[config.mk]
export PLATFORM = sky130hd
export DESIGN_NAME = imm_extend_pipe
export DESIGN_NICKNAME = d
export VERILOG_FILES = /design/src/rtl/imm_extend_pipe.sv
export SDC_FILE = /design/constraint.sdc
export NUM_CORES = 1
export LEC_CHECK = 0
export CAP_MARGIN = 20
export CORE_UTILIZATION = 25
export CTS_BUF_LIST = sky130_fd_sc_hd__clkbuf_8
export CTS_CLUSTER_DIAMETER = 200
export CTS_CLUSTER_SIZE = 16
export DETAILED_ROUTE_END_ITERATION = 10
export GPL_TIMING_DRIVEN = 1
export MAX_ROUTING_LAYER = met4
export SYNTH_ARGS = -nofsm -noshare
export SYNTH_HDL_FRONTEND = slang
export SYNTH_SLANG_ARGS = --single-unit
[constraint.sdc]
create_clock -name clk -period 1.6 [get_ports clk]
set_input_delay 0.32 -clock clk [delete_from_list [all_inputs] [get_ports clk]]
set_output_delay 0.32 -clock clk [all_outputs]
set_load 0.02 [all_outputs]
[src/rtl/imm_extend_pipe.sv]
// imm_extend_pipe
//   Pipelined immediate-extension unit between decode and the ALU operand mux.
//   Widens an IN_W-bit immediate to OUT_W bits according to a per-item mode
//   and carries a sideband tag alongside the result. A two-entry buffer
//   (output register plus skid register) lets in_ready come straight from a
//   flop, so there is no combinational path from out_ready back to in_ready.
//
// Ports:
//   clk        rising-edge clock
//   rst_n      asynchronous active-low reset
//   flush      synchronous clear of all buffered entries
//   in_valid   input item valid
//   in_ready   unit can accept an input this cycle (registered)
//   in_data    raw immediate, IN_W bits
//   in_mode    00 zero-ext, 01 sign-ext, 10 sign-ext << SHIFT, 11 -sign-ext
//   in_tag     sideband tag, TAG_W bits
//   out_valid  output item valid
//   out_ready  consumer accepts output this cycle
//   out_data   extended result, OUT_W bits
//   out_tag    tag matching out_data
module imm_extend_pipe #(
  parameter int IN_W  = 2,
  parameter int OUT_W = 8,
  parameter int SHIFT = 1,
  parameter int TAG_W = 3
) (
  input  logic             clk,
  input  logic             rst_n,
  input  logic             flush,
  input  logic             in_valid,
  output logic             in_ready,
  input  logic [IN_W-1:0]  in_data,
  input  logic [1:0]       in_mode,
  input  logic [TAG_W-1:0] in_tag,
  output logic             out_valid,
  input  logic             out_ready,
  output logic [OUT_W-1:0] out_data,
  output logic [TAG_W-1:0] out_tag
);

  logic [OUT_W-1:0] w_zext;
  logic [OUT_W-1:0] w_sext;
  logic [OUT_W-1:0] w_result;
  logic             w_accept;
  logic             w_drain;

  logic             r_in_ready;
  logic             r_out_valid;
  logic [OUT_W-1:0] r_out_data;
  logic [TAG_W-1:0] r_out_tag;
  logic             r_skid_valid;
  logic [OUT_W-1:0] r_skid_data;
  logic [TAG_W-1:0] r_skid_tag;

  // Extension is done on the incoming immediate so only finished results are
  // ever buffered. Parameter constraints leave room for the shift and the
  // negation of the most negative input, so nothing overflows.
  always_comb begin
    w_zext   = {{(OUT_W-IN_W){1'b0}}, in_data};
    w_sext   = {{(OUT_W-IN_W){in_data[IN_W-1]}}, in_data};
    w_result = w_zext;
    case (in_mode)
      2'b00:   w_result = w_zext;
      2'b01:   w_result = w_sext;
      2'b10:   w_result = w_sext << SHIFT;
      2'b11:   w_result = '0 - w_sext;
      default: w_result = w_zext;
    endcase
  end

  assign w_accept = in_valid & r_in_ready;
  assign w_drain  = r_out_valid & out_ready;

  // Occupancy is encoded by the two valid bits: EMPTY (neither), ONE (output
  // only), FULL (both). The skid only fills when the output register is
  // occupied and not draining, and it always refills the output register
  // first, which keeps items in FIFO order. in_ready is tracked as its own
  // flop, always the inverse of the skid valid bit.
  always_ff @(posedge clk or negedge rst_n) begin
    if (!rst_n) begin
      r_in_ready   <= 1'b1;
      r_out_valid  <= 1'b0;
      r_out_data   <= '0;
      r_out_tag    <= '0;
      r_skid_valid <= 1'b0;
      r_skid_data  <= '0;
      r_skid_tag   <= '0;
    end else if (flush) begin
      r_in_ready   <= 1'b1;
      r_out_valid  <= 1'b0;
      r_skid_valid <= 1'b0;
    end else if (r_skid_valid) begin
      if (w_drain) begin
        r_out_data   <= r_skid_data;
        r_out_tag    <= r_skid_tag;
        r_skid_valid <= 1'b0;
        r_in_ready   <= 1'b1;
      end
    end else if (!r_out_valid || w_drain) begin
      if (w_accept) begin
        r_out_valid <= 1'b1;
        r_out_data  <= w_result;
        r_out_tag   <= in_tag;
      end else if (w_drain) begin
        r_out_valid <= 1'b0;
      end
    end else if (w_accept) begin
      r_skid_valid <= 1'b1;
      r_skid_data  <= w_result;
      r_skid_tag   <= in_tag;
      r_in_ready   <= 1'b0;
    end
  end

  assign in_ready  = r_in_ready;
  assign out_valid = r_out_valid;
  assign out_data  = r_out_data;
  assign out_tag   = r_out_tag;

endmodule

==> results of run 1 <==
==> cells in the final DEF, fill, tap and decap left out, types with 3 or more instances in the layout <==
cell	n
o21ai_0	4
a21oi_1	4
dfrtp_1	14
mux2_2	5
clkdlybuf4s50_1	14
dlygate4sd2_1	10
clkbuf_8	3
inv_1	7
nand2_1	3
mux2_4	5
nor2b_1	4
buf_4	12
==> power by group through the flow <==
stage,Sequential [mW],Combinational (mW),Clock (mW)
2_1_floorplan,0.608,0.270,0
3_3_place_gp,0.552,0.538,0
5_1_grt,0.566,0.543,0.336
4_1_cts,0.553,0.513,0.330
6_report,0.552,0.506,0.315
3_5_place_dp,0.560,0.543,0
==> logic make-up (layout without fill, tap and decap cells) <==
family	Yosys count	in the layout	share of synthesized area, %
AO/OA/AOI/OAI	17	17	12.2
XOR/XNOR	1	1	0.970
adder cells (fa/ha/maj)	1	1	1.38
buffers and inverters	17	48	10.9
flip-flops	15	15	41.7
multiplexers	14	14	19.3
AND/OR/NAND/NOR	19	19	13.6
==> sequential cells by signal (all words and copies together), names as in the netlist <==
name / cells
r_skid_valid: 1
r_skid_data: 3
in_ready: 1
r_skid_tag: 3
out_tag: 3
out_data: 3
out_valid: 1
==> metal layers <==
layer / track usage (%) / routed length (um) / part of all wire [%]
met5: - / 0 / 0
met4: 6.98 / 50 / 2.7
met3: 1.47 / 70 / 3.8
met2: 15.5 / 838 / 46
met1: 13.2 / 877 / 48
==> area by class of cell <==
| cell class | instances | share of cell area, % |
|---|---|---|
| clock inverter | 1 | 0.589 |
| multi-input combinational | 52 | 34.2 |
| sequential | 15 | 29.5 |
| inverter | 7 | 2.06 |
| clock buffer | 3 | 3.24 |
| tap | 46 | 4.51 |
| timing repair buffer | 37 | 25.8 |
==> through the flow <==
step / setup WS, ns / power [mW] / hold slack, ns
after floorplan: -0.0138 / 0.878 / 0.0244
after global placement: -0.317 / 1.09 / 0.477
after detailed placement: -0.340 / 1.10 / 0.493
after CTS: 0.0141 / 1.40 / 0.370
after global routing: 0.0203 / 1.45 / 0.393
final: 0.0631 / 1.37 / 0.358
==> worst max-delay path: stages (launching register included) <==
cell	delay, ns
dfstp_2	0.57
nand3b_4	0.08
or3_1	0.32
buf_6	0.16
mux2_4	0.29
==> what timing repair did <==
| action | CTS | global route |
|---|---|---|
| endpoints found under the hold margin | 0 | 0 |
| setup buffers | 0 | 1 |
| resized for setup | 13 | 0 |
| pin swaps | 0 | 1 |
| setup endpoints to repair | 17 | 4 |
| gates cloned | 0 | 0 |
==> path summary, 6_finish.rpt <==
path	start	end	slack (ns)	depth (start not counted)
max	in_ready	r_skid_tag[0]	0.06	4
min	rst_n	r_skid_valid	0.36	1
max reg2reg	in_ready	r_skid_tag[0]	0.06	4
min reg2reg	r_skid_tag[0]	r_skid_tag[0]	0.51	1
max in group asynchronous	rst_n	r_skid_tag[0]	0.79	2
min in group clk	r_skid_tag[0]	r_skid_tag[0]	0.51	1
==> key figures, run 1 <==
STA
  • Clock skew: roughly 0.0032 ns
  • Final hold vios: 0
  • TNS Setup: 0 ns
  • Post-layout min period: 1.54 ns
  • RSZ-0062 raised after global routing: false
  • Final period utilization: 96.1%
  • Fmax: between 600 and 700 MHz
  • Max-slew violations: 0
  • Slew headroom: 73.5%
  • Setup violators final: 0
  • Worst slew pin tran: 0.396 ns

Clock tree
  • Clock Tree Buf Depth: 2
  • Clock-pin transition on the worst setup and hold timing paths: 0.06 ns
  • TritonCTS clock tree: yes
  • H-tree depth: 1
  • CTS buffer count: 3
  • Clock latency on the worst-skew pair: 0.25 ns
  • Clk sinks: 15
  • Post-CTS Hold Fix Bufs: 0
  • Clock Tree Root: clkbuf_8

GRT
  • Global-route wire length before repair: slightly above 3000 um
  • Vias in the first global route: between 600 and 700
  • Antenna violations before repair: 0
  • Global route overflow: 0
  • Pin count of the biggest net entering global routing: 16
  • Global Route Usage Sum: 10.5%

Drt
  • DR vias: 710
  • DRC: 0
  • Initial drt markers: 14
  • Sum of routed wire length over all layers: 1840 um
  • Final ANT Viol Nets: 0
  • WL/cell: 11.4 um
  • TritonRoute pass-1 iters: 4
  • Vias/cell: 4.41

Place
  • Placed Cells incl. Taps: 156
  • RD Place Congestion: 0.797
  • Port Buffer Count: 24
  • Post-DP HPWL: about 1400 um
  • Placed cell area: 0.00122 sq mm

Layout
  • Synth-to-Final Area Change: 41.1%
  • Post-layout instance area: roughly 0.0013 sq mm
  • Nets: 129
  • Register Area: about 380 sq um
  • Cell Count, Final, Fillers Out: 161
  • ANT cells: 0
  • Post-layout util: 37.6%
  • Multi-input combinational cell area: 437 sq um
  • Fill cell count: 330
  • Fraction of layout cells with a size suffix above 1: about 29%

Outcome
  • Outcome: finished clean

Flow run
  • Max_cap viols: 0

Synthesis
  • Number of flops mapped to enable cells by yosys: 0
  • Async SR Flop Fraction: between 90% and 100%
  • Primary FF master, synth: dfrtp_1
  • Yosys top cell by area: dfrtp_1
  • Top post-synthesis cells by count: 14 x dfrtp_1, 7 x inv_1, 5 x buf_4, 5 x mux2_2, 5 x mux2_4
  • Count of cell types in the netlist: 33
  • Synth Net Count: 97
  • Synthesized cell area: 903 sq um
  • Count of yosys warnings during synthesis: 0
  • Top cells by area, synth: dfrtp_1 39%, mux2_4 8.3%, mux2_2 6.2%
  • Synth Register Bits: 15
  • Register area share after synthesis: 41.7%
  • Syn avg cell area: 10.8 sq um
  • Most frequent cell after synthesis: dfrtp_1
  • Top cell type's share of synthesized area: 38.8%
  • Cells after Synth: 84

Pwr
  • Pleak: 0.610 nW
  • Comb pwr share: 36.9%
  • Peak supply drop: 0.306 mV
  • Pwr Density: 1080 mW/mm^2
  • Sequential power share: 40.2%
  • Internal power: 0.936 mW
  • NetSw: 0.438 mW
  • Switching share of power: 31.9%
  • Clk pwr share: 23.0%

Die
  • Placeable Area: ~0.0034 sq mm
  • Rows: 21
  • Starting Density: a little over a quarter
  • I/O Pins: 25
  • Die Ht: 62.1 um
  • Die area: 0.00386 sq mm
  • DIE WIDTH: 62.1 um

Critical path
  • Crit Path Max Fanout: 7
  • Worst setup EP type: flip-flop
  • CP arrival: around 1.7 ns
  • CP startpoint kind: flip-flop
  • Critical Path RT: 1.74 ns
  • Crit Path Class: reg -> reg

Hold path
  • HP Class: in -> async
No activity file was read; power rests on OpenSTA's default activity.
==> run 2, diff against run 1 <==
--- a/config.mk
+++ b/config.mk
@@ -13,6 +13,7 @@
 export DETAILED_ROUTE_END_ITERATION = 10
 export GPL_TIMING_DRIVEN = 1
 export MAX_ROUTING_LAYER = met4
+export PLACE_DENSITY = 0.47
 export SYNTH_ARGS = -nofsm -noshare
 export SYNTH_HDL_FRONTEND = slang
 export SYNTH_SLANG_ARGS = --single-unit
==> run 2 against run 1 <==
Compared with the run above: clock skew grew 0.0018 ns; critical path depth is the same; routed wire length grew 1.4%; design area grew 2.7%; first-iteration DRC count grew 43%; via count grew 0.14%; maximum frequency shrank 0.62%; final cell count grew 1.9%; global-route usage grew 0.62 points; register-to-register slack is essentially flat; clock-buffer cell count is the same; utilization grew 1.0 points; largest cell class unchanged.
==> key figures, run 2 (same netlist as run 1, synthesis figures left out) <==
Die
  • Starting Density: 26.7% (unchanged)
  • Die Ht: 62.1 um (unchanged)
  • I/O Pins: 25 (unchanged)
  • Placeable Area: 0.00339 sq mm (unchanged)
  • Die area: 0.00386 sq mm (unchanged)
  • Rows: 21 (unchanged)
  • DIE WIDTH: 62.1 um (unchanged)

Layout
  • Commonest non-fill, non-tap cell in the layout: buf_4
  • Synth-to-Final Area Change: 44.9%
  • Fill cell count: 325 (-1.5%)
  • Nets: 132 (+2.3%)
  • Post-layout instance area: 0.00131 sq mm (+2.7%)
  • Fraction of layout cells with a size suffix above 1: 31.4% (+2.7 points)
  • ANT cells: 0 (unchanged)
  • Most frequent cells in the layout: 15 x buf_4, 14 x clkdlybuf4s50_1, 14 x dfrtp_1
  • Cell Count, Final, Fillers Out: 164 (+1.9%)

Pwr
  • Comb pwr share: 38.1% (+1.2 points)
  • Internal power: 0.944 mW (+0.82%)
  • Clk pwr share: 22.2% (-0.8 points)
  • Pwr Density: 1050 mW/mm^2 (-2.2%)
  • Pleak: 0.640 nW (+5.0%)
  • Pwr Total: 1.38 mW (+0.38%)
  • NetSw: 0.435 mW (-0.57%)
  • Switching share of power: 31.6% (-0.30 points)
  • Peak supply drop: 0.315 mV (+2.9%)
  • Sequential power share: 39.8% (-0.4 points)

Drt
  • TritonRoute pass-1 iters: 4 (unchanged)
  • Sum of routed wire length over all layers: 1860 um (+1.4%)
  • DRC: 0 (unchanged)
  • Metal2 WL: 836 um (-0.24%)
  • Vias/cell: 4.34 (-1.7%)
  • Final ANT Viol Nets: 0 (unchanged)
  • WL met1: 927 um (+5.7%)
  • DR vias: 711 (+0.14%)
  • WL/cell: 11.4 um (-0.49%)
  • Initial drt markers: 20 (+6)
  • Routed wl met3: 70 um (unchanged)
  • Top layer in use: met4

Hold path
  • HP Class: in -> async

Place
  • Placed cell area: 0.00124 sq mm (+1.8%)
  • Post-DP HPWL: 1380 um (-2.8%)
  • Port Buffer Count: 24 (unchanged)
  • RD Place Congestion: 0.821 (+3.0%)
  • Placed Cells incl. Taps: 159 (+1.9%)

STA
  • Slew headroom: 82.9% (+9.4 points)
  • Final hold vios: 0 (unchanged)
  • Setup violators final: 0 (unchanged)
  • Worst hold slack: 0.391 ns (+0.0328 ns)
  • Post-layout min period: 1.55 ns (+0.00958 ns)
  • Fmax: 647 MHz (-0.62%)
  • TNS Setup: 0 ns (unchanged)
  • Max-slew violations: 0 (unchanged)
  • Final period utilization: 96.7% (+0.60 points)
  • RSZ-0062 raised after global routing: false
  • Clock skew: 0.00500 ns (+0.00182 ns)
  • Worst slew pin tran: 0.255 ns (-0.141 ns)

Clock tree
  • Clk sinks: 15 (unchanged)
  • Clock Tree Root: clkbuf_8
  • H-tree depth: 1 (unchanged)
  • CTS buffer count: 3 (unchanged)
  • TritonCTS clock tree: yes
  • Post-CTS Hold Fix Bufs: 0 (unchanged)
  • Clock latency on the worst-skew pair: 0.25 ns (about the same)
  • Clock Tree Buf Depth: 2 (unchanged)
  • Clock-pin transition on the worst setup and hold timing paths: 0.06 ns (about the same)

Critical path
  • Critical Path RT: 1.73 ns (about the same)
  • CP startpoint kind: flip-flop
  • Bufs and invs on worst path: 1 (unchanged)
  • CP arrival: 1.67 ns (about the same)
  • Slowest stage delay, CP: 0.57 ns (about the same)
  • Crit Path Class: reg -> reg
  • Worst setup EP type: flip-flop
  • Crit-path leading delay family: flip-flops
  • CP Cell Sequence: nand3b_4 > or3_4 > buf_8 > mux2_4
  • Worst-path cell with the longest stage delay: dfstp_2
  • Crit Path Max Fanout: 7 (unchanged)

GRT
  • Antenna violations before repair: 0 (unchanged)
  • Global-route wire length before repair: 3260 um (+4.9%)
  • Global Route Usage Sum: 11.1% (+0.62 points)
  • Pin count of the biggest net entering global routing: 16 (unchanged)
  • Vias in the first global route: 698 (+1.5%)
  • Global route overflow: 0 (unchanged)

Flow run
  • Max_cap viols: 0 (unchanged)

Outcome
  • Outcome: finished clean
run 2: power by group through the flow:
stage	clock [mW]	sequential, mW	combinational, mW
after global placement	0	0.554	0.550
after CTS	0.316	0.551	0.530
final	0.306	0.548	0.525
after global routing	0.330	0.564	0.564
after detailed placement	0	0.556	0.556
after floorplan	0	0.608	0.270
run 2: what timing repair did:
item,4_1_cts,5_1_grt
setup endpoints to repair,17,5
buffers inserted,0,1
pin swaps,0,1
resized for setup,13,3
run 2: final timing paths:
kind                       slack (ns)       start             to  cells past startpoint
max                              0.05    in_ready  r_skid_tag[0]                      4
min                              0.39       rst_n   r_skid_valid                      2
max reg2reg                      0.05    in_ready  r_skid_tag[0]                      4
min reg2reg                      0.49  out_tag[0]     out_tag[0]                      1
max in group asynchronous        0.97       rst_n       in_ready                      2
min in group clk                 0.49  out_tag[0]     out_tag[0]                      1
run 2: metrics by stage:
step	worst slack [ns]	utilization [%]
floorplan	-0.0138	-
global route	0.0182	38.6
CTS	0.0100	38.1
detailed placement	-0.308	36.6
finish	0.0535	38.6
global placement	-0.300	36.6
run 2: area by class of cell:
type                            count  area (sq um)  area share (%)
Clock buffer                        3          41.3            3.15
Clock inverter                      1          5.00           0.382
Inverter                            7          26.3            2.01
Multi-Input combinational cell     52           443            33.8
Sequential cell                    15           377            28.8
Tap cell                           46          57.6            4.40
Timing Repair Buffer               40           359            27.4
run 2: layer usage:
| metal | track usage, % | vias to the layer above |
|---|---|---|
| met2 | 16.1 | 15 |
| met5 | - | - |
| met3 | 2.21 | 2 |
| met1 | 14.1 | 341 |
| li1 | - | 353 |
| met4 | 6.98 | 0 |
==> run 3, diff against run 2 <==
--- a/config.mk
+++ b/config.mk
@@ -6,6 +6,7 @@
 export NUM_CORES = 1
 export LEC_CHECK = 0
 export CAP_MARGIN = 20
+export CORE_MARGIN = 2
 export CORE_UTILIZATION = 25
 export CTS_BUF_LIST = sky130_fd_sc_hd__clkbuf_8
 export CTS_CLUSTER_DIAMETER = 200
==> run 3 against run 2 <==
Compared with the run above: clock skew decreased by 0.0022 ns; final cell count decreased by 1.2%; total power decreased by 0.30%; critical path depth decreased by 1; flip-flop and latch count unchanged; highest routed layer unchanged.
==> key figures, run 3 (same netlist as run 1, synthesis figures left out) <==
Outcome
  • Outcome: finished clean

Critical path
  • Worst r2r src: in_ready
  • Reg2reg setup slack: 0.06 ns (about the same)
  • Crit path depth: 3 (-1)
  • Crit Path Max Fanout: 7 (unchanged)
  • Bufs and invs on worst path: 0 (-1)
  • Worst r2r dst: r_skid_tag[2]
  • Crit path to: r_skid_tag[2]
  • Crit Path Class: reg -> reg
  • Slowest stage delay, CP: 0.57 ns (about the same)
  • CP Cell Sequence: nand3b_4 > or3_4 > mux2_4
  • Worst-path cell with the longest stage delay: dfstp_2
  • Worst setup path startpoint: in_ready
  • CP arrival: 1.68 ns (about the same)
  • Critical Path RT: 1.73 ns (about the same)
  • Crit-path leading delay family: flip-flops
  • Reg2Reg Depth: 3 (-1)
  • CP startpoint kind: flip-flop
  • Worst setup EP type: flip-flop

Layout
  • Post-layout instance area: 0.00128 sq mm (-2.2%)
  • Nets: 130 (-1.5%)
  • Register Area: 377 sq um (unchanged)
  • Multi-input combinational cell area: 440 sq um (-0.57%)
  • Most frequent cells in the layout: 14 x clkdlybuf4s50_1, 14 x dfrtp_1, 14 x buf_4
  • Fraction of layout cells with a size suffix above 1: 29.3% (-2.0 points)
  • Cell Count, Final, Fillers Out: 162 (-1.2%)
  • Fill cell count: 348 (+7.1%)
  • Synth-to-Final Area Change: 41.7%
  • ANT cells: 0 (unchanged)

Die
  • Starting Density: 26.4% (-0.21 points)
  • Placeable Area: 0.00342 sq mm (+0.78%)
  • I/O Pins: 25 (unchanged)
  • Die area: 0.00411 sq mm (+6.5%)
  • Rows: 21 (unchanged)
  • Die Ht: 64.1 um (+3.2%)
  • DIE WIDTH: 64.1 um (+3.2%)

Drt
  • Initial drt markers: 28 (+40%)
  • TritonRoute pass-1 iters: 4 (unchanged)
  • DR vias: 705 (-0.84%)
  • DRC: 0 (unchanged)
  • Final ANT Viol Nets: 0 (unchanged)
  • WL/cell: 11.9 um (+4.6%)
  • Sum of routed wire length over all layers: 1920 um (+3.3%)
  • Vias/cell: 4.35 (+0.38%)

Place
  • Post-DP HPWL: 1490 um (+7.9%)
  • Port Buffer Count: 24 (unchanged)
  • RD Place Congestion: 0.745 (-9.2%)
  • Placed Cells incl. Taps: 159 (unchanged)
  • Placed cell area: 0.00124 sq mm (unchanged)

GRT
  • Met1 Track Usage GR: 12.1% (-2.0 points)
  • Vias in the first global route: 724 (+3.7%)
  • Grt met3 use: 1.58% (-0.62 points)
  • Global-route wire length before repair: 3170 um (-2.7%)
  • Global route overflow: 0 (unchanged)
  • Antenna violations before repair: 0 (unchanged)
  • Gr busiest metal: met2
  • Global Route Usage Sum: 10.3% (-0.78 points)
  • Met2 usage: 16.9% (+0.86 points)
  • Pin count of the biggest net entering global routing: 11 (-5)

Clock tree
  • TritonCTS clock tree: yes
  • Clk sinks: 15 (unchanged)
  • Clock latency on the worst-skew pair: 0.24 ns (about the same)
  • Clock-pin transition on the worst setup and hold timing paths: 0.06 ns (about the same)
  • H-tree depth: 1 (unchanged)
  • Clock Tree Buf Depth: 2 (unchanged)
  • CTS buffer count: 3 (unchanged)
  • Clock Tree Root: clkbuf_8
  • Post-CTS Hold Fix Bufs: 0 (unchanged)

STA
  • Setup violators final: 0 (unchanged)
  • RSZ-0062 raised after global routing: false
  • Fmax: 648 MHz (+0.25%)
  • Final hold vios: 0 (unchanged)
  • Worst slew pin tran: 0.384 ns (+0.129 ns)
  • Max-slew violations: 0 (unchanged)
  • Clock skew: 0.00277 ns (-0.00223 ns)
  • Slew headroom: 74.4% (-8.6 points)
  • Final period utilization: 96.4% (-0.24 points)
  • Post-layout min period: 1.54 ns (-0.00383 ns)

Pwr
  • Peak supply drop: 0.262 mV (-17%)
  • Pwr Density: 1070 mW/mm^2 (+1.9%)
  • Pleak: 0.621 nW (-3.0%)

Hold path
  • HP Class: in -> async

Flow run
  • Max_cap viols: 0 (unchanged)
## run 3: changes by cell type in the layout (fill, tap and decap cells not counted), sizes merged
cell and delta:
buf -2, dlygate4sd2 +1, dlymetal6s2s -1
## run 3: worst min-delay path by stage
stage,from,endpoint,slack (ns),depth (start not counted)
floorplan,rst_n,out_data[0],0.02,0
global placement,out_tag[1],out_tag[1],0.48,1
detailed placement,out_tag[1],out_tag[1],0.49,1
CTS,rst_n,out_tag[2],0.37,1
global route,rst_n,out_tag[2],0.38,1
finish,rst_n,out_tag[2],0.36,1
## run 3: what timing repair did
| item | CTS | global route |
|---|---|---|
| setup endpoints to repair | 16 | 5 |
| gates resized for setup | 12 | 1 |
| buffers inserted | 0 | 0 |
## run 3: layer usage
| layer | vias up | routed length [um] |
|---|---|---|
| li1 | 351 | - |
| met1 | 339 | 909 |
| met2 | 13 | 936 |
| met3 | 2 | 50 |
| met4 | 0 | 27 |
| met5 | - | 0 |
## run 3: through the flow
stage / TNS (ns) / power, mW / hold WS (ns) / setup WS [ns] / utilization [%]
6_report: 0 / 1.37 / 0.357 / 0.0573 / 37.5
5_1_grt: 0 / 1.46 / 0.383 / 0.0114 / 37.5
3_3_place_gp: -3.37 / 1.11 / 0.477 / -0.339 / 36.3
4_1_cts: 0 / 1.40 / 0.370 / 0.00668 / 37.7
3_5_place_dp: -3.45 / 1.12 / 0.487 / -0.332 / 36.3
2_1_floorplan: -0.0691 / 0.878 / 0.0244 / -0.0138 / -
## run 3: power breakdown
part / switching [mW] / total (mW) / internal, mW
sequential: 0.0652 / 0.549 / 0.483
clock: 0.133 / 0.306 / 0.172
combinational: 0.236 / 0.521 / 0.284
total: 0.435 / 1.37 / 0.940
## run 3: cell type report
| type | instances | share of cell area, % |
|---|---|---|
| multi-input combinational | 52 | 34.4 |
| sequential | 15 | 29.4 |
| timing repair buffer | 38 | 26.0 |
| tap | 46 | 4.50 |
| clock buffer | 3 | 3.23 |
| inverter | 7 | 2.05 |
| clock inverter | 1 | 0.391 |
